===== src/rtl/timing_sequencer_if.sv =====
// -----------------------------------------------------------------------------
// timing_sequencer_if
// Purpose : groups the control strobes, the opcode field and the decoded
//           timing/opcode outputs of the control-unit timing sequencer.
// Signals : start, halt, sc_clr, sc_inc, op_load, op_in  -> into the sequencer
//           sc_value, running, t_out, d_out, wrap         <- from the sequencer
// Modports: master (the controller/bench driving strobes), slave (sequencer).
//
// Strobe protocol: every input is a level sampled on each rising clk edge;
// there is no valid/ready pairing because the sequencer accepts every
// command on the edge it is seen. A strobe held for N cycles acts N times.
// Outputs are pure functions of registered state, valid the whole cycle.
// -----------------------------------------------------------------------------
interface timing_sequencer_if #(
  parameter int SC_WIDTH = 4,
  parameter int OP_WIDTH = 3
);
  logic                     start;
  logic                     halt;
  logic                     sc_clr;
  logic                     sc_inc;
  logic                     op_load;
  logic [OP_WIDTH-1:0]      op_in;
  logic [SC_WIDTH-1:0]      sc_value;
  logic                     running;
  logic [(1<<SC_WIDTH)-1:0] t_out;
  logic [(1<<OP_WIDTH)-1:0] d_out;
  logic                     wrap;

  modport master (
    output start, halt, sc_clr, sc_inc, op_load, op_in,
    input  sc_value, running, t_out, d_out, wrap
  );

  modport slave (
    input  start, halt, sc_clr, sc_inc, op_load, op_in,
    output sc_value, running, t_out, d_out, wrap
  );
endinterface


===== src/rtl/timing_sequencer.sv =====
// -----------------------------------------------------------------------------
// timing_sequencer
// Purpose : basic-computer control timing. A sequence counter (SC) gated by a
//           start/stop flip-flop (S) is decoded to one-hot T0..T(2**SC_WIDTH-1);
//           an opcode register is decoded to one-hot D0..D(2**OP_WIDTH-1).
// Ports   : clk    - rising-edge clock
//           rst_n  - asynchronous active-low reset
//           bus    - timing_sequencer_if.slave (strobes in, decodes out)
// The S flip-flop is the only FSM; its state is visible on bus.running.
// -----------------------------------------------------------------------------
module timing_sequencer #(
  parameter int SC_WIDTH = 4,
  parameter int OP_WIDTH = 3
) (
  input  logic               clk,
  input  logic               rst_n,
  timing_sequencer_if.slave  bus
);

  localparam int T_WIDTH = 1 << SC_WIDTH;
  localparam int D_WIDTH = 1 << OP_WIDTH;
  localparam logic [SC_WIDTH-1:0] SC_MAX = {SC_WIDTH{1'b1}};
  localparam logic [SC_WIDTH-1:0] SC_ONE = {{(SC_WIDTH-1){1'b0}}, 1'b1};

  typedef enum logic {
    ST_STOPPED = 1'b0,
    ST_RUNNING = 1'b1
  } seq_state_t;

  seq_state_t          state_q, state_d;
  logic [SC_WIDTH-1:0] sc_q, sc_d;
  logic                wrap_q, wrap_d;
  logic [OP_WIDTH-1:0] op_q;

  // ---------------------------------------------------------------------------
  // State registers
  // ---------------------------------------------------------------------------
  always_ff @(posedge clk or negedge rst_n) begin
    if (!rst_n) begin
      state_q <= ST_STOPPED;
      sc_q    <= '0;
      wrap_q  <= 1'b0;
    end else begin
      state_q <= state_d;
      sc_q    <= sc_d;
      wrap_q  <= wrap_d;
    end
  end

  // Opcode register is independent of the sequencer; guarded so an
  // undriven op_in never reaches the register unless loaded.
  always_ff @(posedge clk or negedge rst_n) begin
    if (!rst_n) begin
      op_q <= '0;
    end else if (bus.op_load) begin
      op_q <= bus.op_in;
    end
  end

  // ---------------------------------------------------------------------------
  // Next-state logic
  // Priority: halt > start > (running: sc_clr > sc_inc) > hold.
  // halt freezes SC even when start is also high.
  // ---------------------------------------------------------------------------
  always_comb begin
    state_d = state_q;
    sc_d    = sc_q;
    wrap_d  = 1'b0;

    if (bus.halt) begin
      state_d = ST_STOPPED;
    end else if (bus.start) begin
      state_d = ST_RUNNING;
      sc_d    = '0;
    end else if (state_q == ST_RUNNING) begin
      if (bus.sc_clr) begin
        // Clearing from max is not a wrap.
        sc_d = '0;
      end else if (bus.sc_inc) begin
        sc_d   = sc_q + SC_ONE;
        wrap_d = (sc_q == SC_MAX);
      end
    end
  end

  // ---------------------------------------------------------------------------
  // Decoders: combinational from registered state only.
  // ---------------------------------------------------------------------------
  logic [T_WIDTH-1:0] t_dec;
  logic [D_WIDTH-1:0] d_dec;

  always_comb begin
    t_dec = '0;
    for (int i = 0; i < T_WIDTH; i++) begin
      t_dec[i] = (state_q == ST_RUNNING) && (sc_q == SC_WIDTH'(i));
    end
  end

  always_comb begin
    d_dec = '0;
    for (int j = 0; j < D_WIDTH; j++) begin
      d_dec[j] = (op_q == OP_WIDTH'(j));
    end
  end

  assign bus.sc_value = sc_q;
  assign bus.running  = (state_q == ST_RUNNING);
  assign bus.t_out    = t_dec;
  assign bus.d_out    = d_dec;
  assign bus.wrap     = wrap_q;

endmodule


===== src/flat_wrapper.sv =====
// flat-port wrapper written by rule: the top's interface ports become plain ports
module timing_sequencer_flat 
#(
  parameter int SC_WIDTH = 4,
  parameter int OP_WIDTH = 3
)
  (clk, rst_n, bus_start, bus_halt, bus_sc_clr, bus_sc_inc, bus_op_load, bus_op_in, bus_sc_value, bus_running, bus_t_out, bus_d_out, bus_wrap);
  timing_sequencer_if #(.SC_WIDTH(SC_WIDTH), .OP_WIDTH(OP_WIDTH)) bus_i ();
  input  logic clk;
  input  logic rst_n;
  input wire logic [$bits(bus_i.start)-1:0] bus_start;
  input wire logic [$bits(bus_i.halt)-1:0] bus_halt;
  input wire logic [$bits(bus_i.sc_clr)-1:0] bus_sc_clr;
  input wire logic [$bits(bus_i.sc_inc)-1:0] bus_sc_inc;
  input wire logic [$bits(bus_i.op_load)-1:0] bus_op_load;
  input wire logic [$bits(bus_i.op_in)-1:0] bus_op_in;
  output wire logic [$bits(bus_i.sc_value)-1:0] bus_sc_value;
  output wire logic [$bits(bus_i.running)-1:0] bus_running;
  output wire logic [$bits(bus_i.t_out)-1:0] bus_t_out;
  output wire logic [$bits(bus_i.d_out)-1:0] bus_d_out;
  output wire logic [$bits(bus_i.wrap)-1:0] bus_wrap;
  assign bus_i.start = bus_start;
  assign bus_i.halt = bus_halt;
  assign bus_i.sc_clr = bus_sc_clr;
  assign bus_i.sc_inc = bus_sc_inc;
  assign bus_i.op_load = bus_op_load;
  assign bus_i.op_in = bus_op_in;
  assign bus_sc_value = bus_i.sc_value;
  assign bus_running = bus_i.running;
  assign bus_t_out = bus_i.t_out;
  assign bus_d_out = bus_i.d_out;
  assign bus_wrap = bus_i.wrap;
  timing_sequencer #(.SC_WIDTH(SC_WIDTH), .OP_WIDTH(OP_WIDTH)) u_core (.clk(clk), .rst_n(rst_n), .bus(bus_i));
endmodule

===== config.mk =====
export PLATFORM = sky130hd
export DESIGN_NAME = timing_sequencer_flat
export DESIGN_NICKNAME = d
export VERILOG_FILES = /design/src/rtl/timing_sequencer_if.sv /design/src/rtl/timing_sequencer.sv /design/src/flat_wrapper.sv
export SDC_FILE = /design/constraint.sdc
export NUM_CORES = 1
export LEC_CHECK = 0
export ABC_AREA = 1
export ABC_CLOCK_PERIOD_IN_PS = 2500
export CAP_MARGIN = 40
export CORE_AREA = 2 2 44 46
export CTS_BUF_LIST = sky130_fd_sc_hd__clkbuf_16
export DETAILED_ROUTE_END_ITERATION = 10
export DIE_AREA = 0 0 46 48
export PLACE_DENSITY = 0.75
export RECOVER_POWER = 50
export SKIP_CTS_REPAIR_TIMING = 1
export SLEW_MARGIN = 20
export SYNTH_ARGS = -nofsm -noshare
export SYNTH_HDL_FRONTEND = slang
export SYNTH_SLANG_ARGS = --single-unit

===== constraint.sdc =====
create_clock -name clk -period 2.5 [get_ports clk]
set_clock_uncertainty 0.05 [all_clocks]
set_input_delay 0.375 -clock clk [delete_from_list [all_inputs] [get_ports clk]]
set_output_delay 0.375 -clock clk [all_outputs]
set_load 0.005 [all_outputs]

# [After elaboration in Yosys (flattened, before gate mapping)]
# Index checks and enable logic that the tools add are counted.
[word_totals] wordCells=61 output_inout_bits=30 in_bits=10 register_bits=9
[classes] bitwise_logic=1 n_reduce_logical=22 n_mux=11 n_eq_ne=22 addsub=1
[ops] operator="4-bit equality test (second input constant)" count=8
[ops] operator="4-bit by 3-bit equality test with 1-bit output (second input constant)" count=4
[ops] operator="1-bit logical AND" count=16
[ops] operator="4-bit two-way mux" count=4
[ops] operator="3-bit equality test (second input constant)" count=4
[ops] operator="4-bit by 2-bit equality test with 1-bit output (second input constant)" count=2
[ops] operator="1-bit two-way mux" count=7
[ops] operator="3-bit by 2-bit equality test with 1-bit output (second input constant)" count=2
[ops] operator="4-bit by 1-bit adder with 4-bit output (second input constant)" count=1
[ops] operator="4-bit by 1-bit equality test with 1-bit output (second input constant)" count=1
[ops] operator="4-bit zero test" count=1
[ops] operator="2-bit nonzero test" count=2
[ops] operator="3-bit by 1-bit equality test with 1-bit output (second input constant)" count=1
[ops] operator="3-bit zero test" count=1
[ops] operator="3-bit AND reduction" count=1
[ops] operator="3-bit nonzero test" count=1
[ops] operator="1-bit NOT" count=1

# [Logic depth before layout (Yosys ltp)]
[depth] ltp_word=6 depth_mapped=6 mapped_depth_nobuf=6

# [Worst setup path before layout]
# OpenSTA, ideal clock, no wires.
[synth_timing] path_kind="flip-flop to output port" start="register u_core.sc_q[0] (netlist: u_core.bus.sc_value[0])" end="output bus_t_out[10]" setup_slack_ps=1197 arrival_ps=878 path_stages_with_launch=5 t_required_ps=2075 path_buffers=0 cell_sequence="dfrtp_1 inv_1 ha_1 nand2_1 nor2_1"
[synth_between] elab_chain_len=2
[synth_lines] item="from (decl)" line_no="timing_sequencer.sv:31" rtl="logic [SC_WIDTH-1:0] sc_q, sc_d;"
[synth_lines] item="from (signal assigned)" line_no="timing_sequencer.sv:41" rtl="sc_q <= '0;"
[synth_lines] item="from (signal assigned)" line_no="timing_sequencer.sv:45" rtl="sc_q <= sc_d;"
[synth_lines] item="4-bit equality test" line_no="timing_sequencer.sv:95" rtl="t_dec[i] = (state_q == ST_RUNNING) && (sc_q == SC_WIDTH'(i));"
[synth_lines] item="1-bit logical AND" line_no="timing_sequencer.sv:95"
[synth_lines] item="to (decl)" line_no="flat_wrapper.sv:19" rtl="output wire logic [$bits(bus_i.t_out)-1:0] bus_t_out;"
# Every way passes these cells.

# [Worst setup path in the final report]
# Same ends and word-level chain as after synthesis.

==> results.sh <==
export IMPL_numCtsBuffers=3
export IMPL_start_kind="flop"
export IMPL_die_w_um=46
export IMPL_fmax_mhz=471.7
export IMPL_core_mm2=0.001689
export IMPL_tns_ns=0
export IMPL_vdd_drop_max_mv=0.3502
export IMPL_n_fill_cell=151
export IMPL_reg2reg_depth=3
export IMPL_grt_pass1_wl_um=2677
export IMPL_grt_use_met1_pct=18.85
export IMPL_antenna_found_initial=0
export IMPL_slew_violations=0
export IMPL_gp_congestion=0.7932
export IMPL_yosysTopAreaCell="dfrtp_1"
export IMPL_totalPowerFinal_w=0.0005186
export IMPL_cts_tree="done"
export IMPL_ys_types=15
export IMPL_synth_area_um2=605.6
export IMPL_nets=148
export IMPL_worst_endpoint_arrival_ns=1.69
export IMPL_use_met2_pct=28.89
export IMPL_cts_sinks=9
export IMPL_dieArea_mm2=0.002208
export IMPL_syn_inst=90
export IMPL_r2r_end="u_core.bus.wrap$_DFF_PN0_"
export IMPL_drc=0
export IMPL_grt_busiest_layer="met2"
export IMPL_status="finished clean"
export IMPL_dieHeight_um=48
export IMPL_rsz0062_at_grt="no"
export IMPL_grt_pass1_vias=657
export IMPL_rr_startpoint="u_core.bus.sc_value[1]$_DFFE_PN0P_"
export IMPL_syn2layout_area_growth_pct=79.75
export IMPL_wirelength_um=1696
export IMPL_yosysTopAreaCellShare_pct=37.19
export IMPL_worst_pin_slew_ns=0.4536
export IMPL_crit_fanout=5
export IMPL_syn_num_nets=104
export IMPL_hpwlAfterDp_um=1425
export IMPL_synth_most_common_cell="nand2_1"
export IMPL_cap_violations=0
export IMPL_rows=15
export IMPL_viasPerCell=4.833
export IMPL_rrSetupSlack_ns=1.18
export IMPL_grtUsageTotal_pct=17.41
export IMPL_cts_root_buf="clkbuf_16"
export IMPL_hold_path_class="primary input to asynchronous set/reset pin"
export IMPL_seq_area_um2=225.2
export IMPL_io_buffers=39
export IMPL_p_per_area_mw_per_mm2=476.4
export IMPL_synth_top_flop_cell="dfrtp_1"
export IMPL_synth_area_leaders="dfrtp_1 (37%), nand2_1 (14%), nor2_1 (12%)"
export IMPL_crit_required_ns=2.08
export IMPL_drive_gt1_share_pct=4.511
export IMPL_cp_end_kind="output pin"
export IMPL_clk_latency_ns=0.23
export IMPL_pin_count=40
export IMPL_ys_seq_elements=9
export IMPL_worst_setup_path_type="flop to output pin"
export IMPL_antenna_left=0
export IMPL_initial_core_util_pct=35.85
export IMPL_p_leak_nw=0.4888
export IMPL_h_tree_depth=1
export IMPL_synth_avg_cell_area_um2=6.729
export IMPL_overflow=0
export IMPL_multiInputGateArea_um2=327.8
export IMPL_first_pass_iters=4
export IMPL_yosys_warnings=0
export IMPL_clk_pin_slew_worst_paths_ns=0.04
export IMPL_setup_violations=0
export IMPL_layout_min_cycle_time_ns=2.120
export IMPL_slew_headroom_pct=69.65
export IMPL_ys_seq_area_share_pct=37.19
export IMPL_synth_common_cells="nand2_1 (23), nor2_1 (20), inv_1 (12)"
export IMPL_clock_path_buffers=2
export IMPL_drt_iter0_drc=11
export IMPL_gr_usage_met3_pct=7.925
export IMPL_vias=725
export IMPL_async_flop_share_pct=100.0
export IMPL_wl_per_cell_um=11.31
export IMPL_finalCritPeriodShare_pct=84.80
export IMPL_grt_start_max_net_pins=10
export IMPL_antenna_cells=0
export IMPL_synth_edf_count=0
export IMPL_hold_viol_final=0
==> worst max-delay path by stage <==
stage | slack (ns) | depth (start not counted) | from | endpoint
2_1_floorplan | 1.20 | 4 | u_core.bus.sc_value[0]$_DFFE_PN0P_ | bus_t_out[10]
3_3_place_gp | 0.66 | 5 | u_core.bus.sc_value[0]$_DFFE_PN0P_ | bus_t_out[6]
3_5_place_dp | 0.62 | 5 | u_core.bus.sc_value[0]$_DFFE_PN0P_ | bus_t_out[10]
4_1_cts | 0.37 | 5 | u_core.bus.sc_value[0]$_DFFE_PN0P_ | bus_t_out[10]
5_1_grt | 0.23 | 5 | u_core.bus.sc_value[0]$_DFFE_PN0P_ | bus_t_out[10]
6_report | 0.38 | 5 | u_core.bus.sc_value[0]$_DFFE_PN0P_ | bus_t_out[10]
==> layout by cell type, fill, tap and decap left out, drive strengths merged <==
cell | netlist | routed
clkbuf | 0 | 3
clkdlybuf4s50 | 0 | 30
dfrtp | 9 | 9
dlygate4sd3 | 0 | 9
ha | 4 | 4
inv | 12 | 13
nand2 | 24 | 24
nand3 | 3 | 3
nand4 | 2 | 2
nor2 | 22 | 22
nor3 | 8 | 8
nor4 | 1 | 1
o21ai | 4 | 4
or2 | 1 | 1
==> logic make-up (layout without fill, tap and decap cells) <==
group | after synthesis | in the layout | share of synthesized area (%)
buffers and inverters | 12 | 55 | 7.437
AOI/OAI and AO/OA | 4 | 4 | 3.304
and+or+nand+nor | 61 | 61 | 43.80
adders and majority gates | 4 | 4 | 8.265
DFF | 9 | 9 | 37.19
==> flip-flops by register name (all words and copies together), names as in the netlist <==
name,flops
u_core.bus.wrap,1
u_core.bus.sc_value,4
u_core.bus.running,1
u_core.op_q,3
==> per-stage QoR <==
step	setup slack [ns]	cell area (µm²)	hold slack, ns	util [%]	instances
after floorplan	1.197	605.6	0.02941	-	90
after global placement	0.6621	1017	0.4842	60.22	146
after detailed placement	0.6237	1017	0.5102	60.22	146
after CTS	0.3696	1096	0.4037	64.89	150
after global routing	0.2306	1089	0.4884	64.44	150
final	0.3801	1089	0.4558	64.44	150
==> cell type report <==
type	count	share of cell area, %
multi-input combinational	69	30.12
clock inverter	1	0.3448
timing repair buffer	39	35.86
clock buffer	3	6.897
inverter	12	4.138
tap	17	1.954
sequential	9	20.69
==> power breakdown <==
| part | total, W | switching [W] | internal, W |
|---|---|---|---|
| Clock | 0.000273 | 0.0000644 | 0.000208 |
| Combinational | 0.0000816 | 0.0000373 | 0.0000443 |
| Sequential | 0.000164 | 0.0000104 | 0.000154 |
==> metal layers <==
layer,part of all wire (%),up-vias
met4,0.53,0
met5,0,-
met1,39,311
met2,47,43
li1,-,369
met3,14,2
==> worst max-delay path: stages, from the launching register on <==
cell and delay (ns):
dfrtp_1 0.41, inv_1 0.14, ha_1 0.16, nand2_1 0.09, nor2_1 0.14, clkdlybuf4s50_1 0.51
Note: power is estimated with default switching activity, not from simulation.
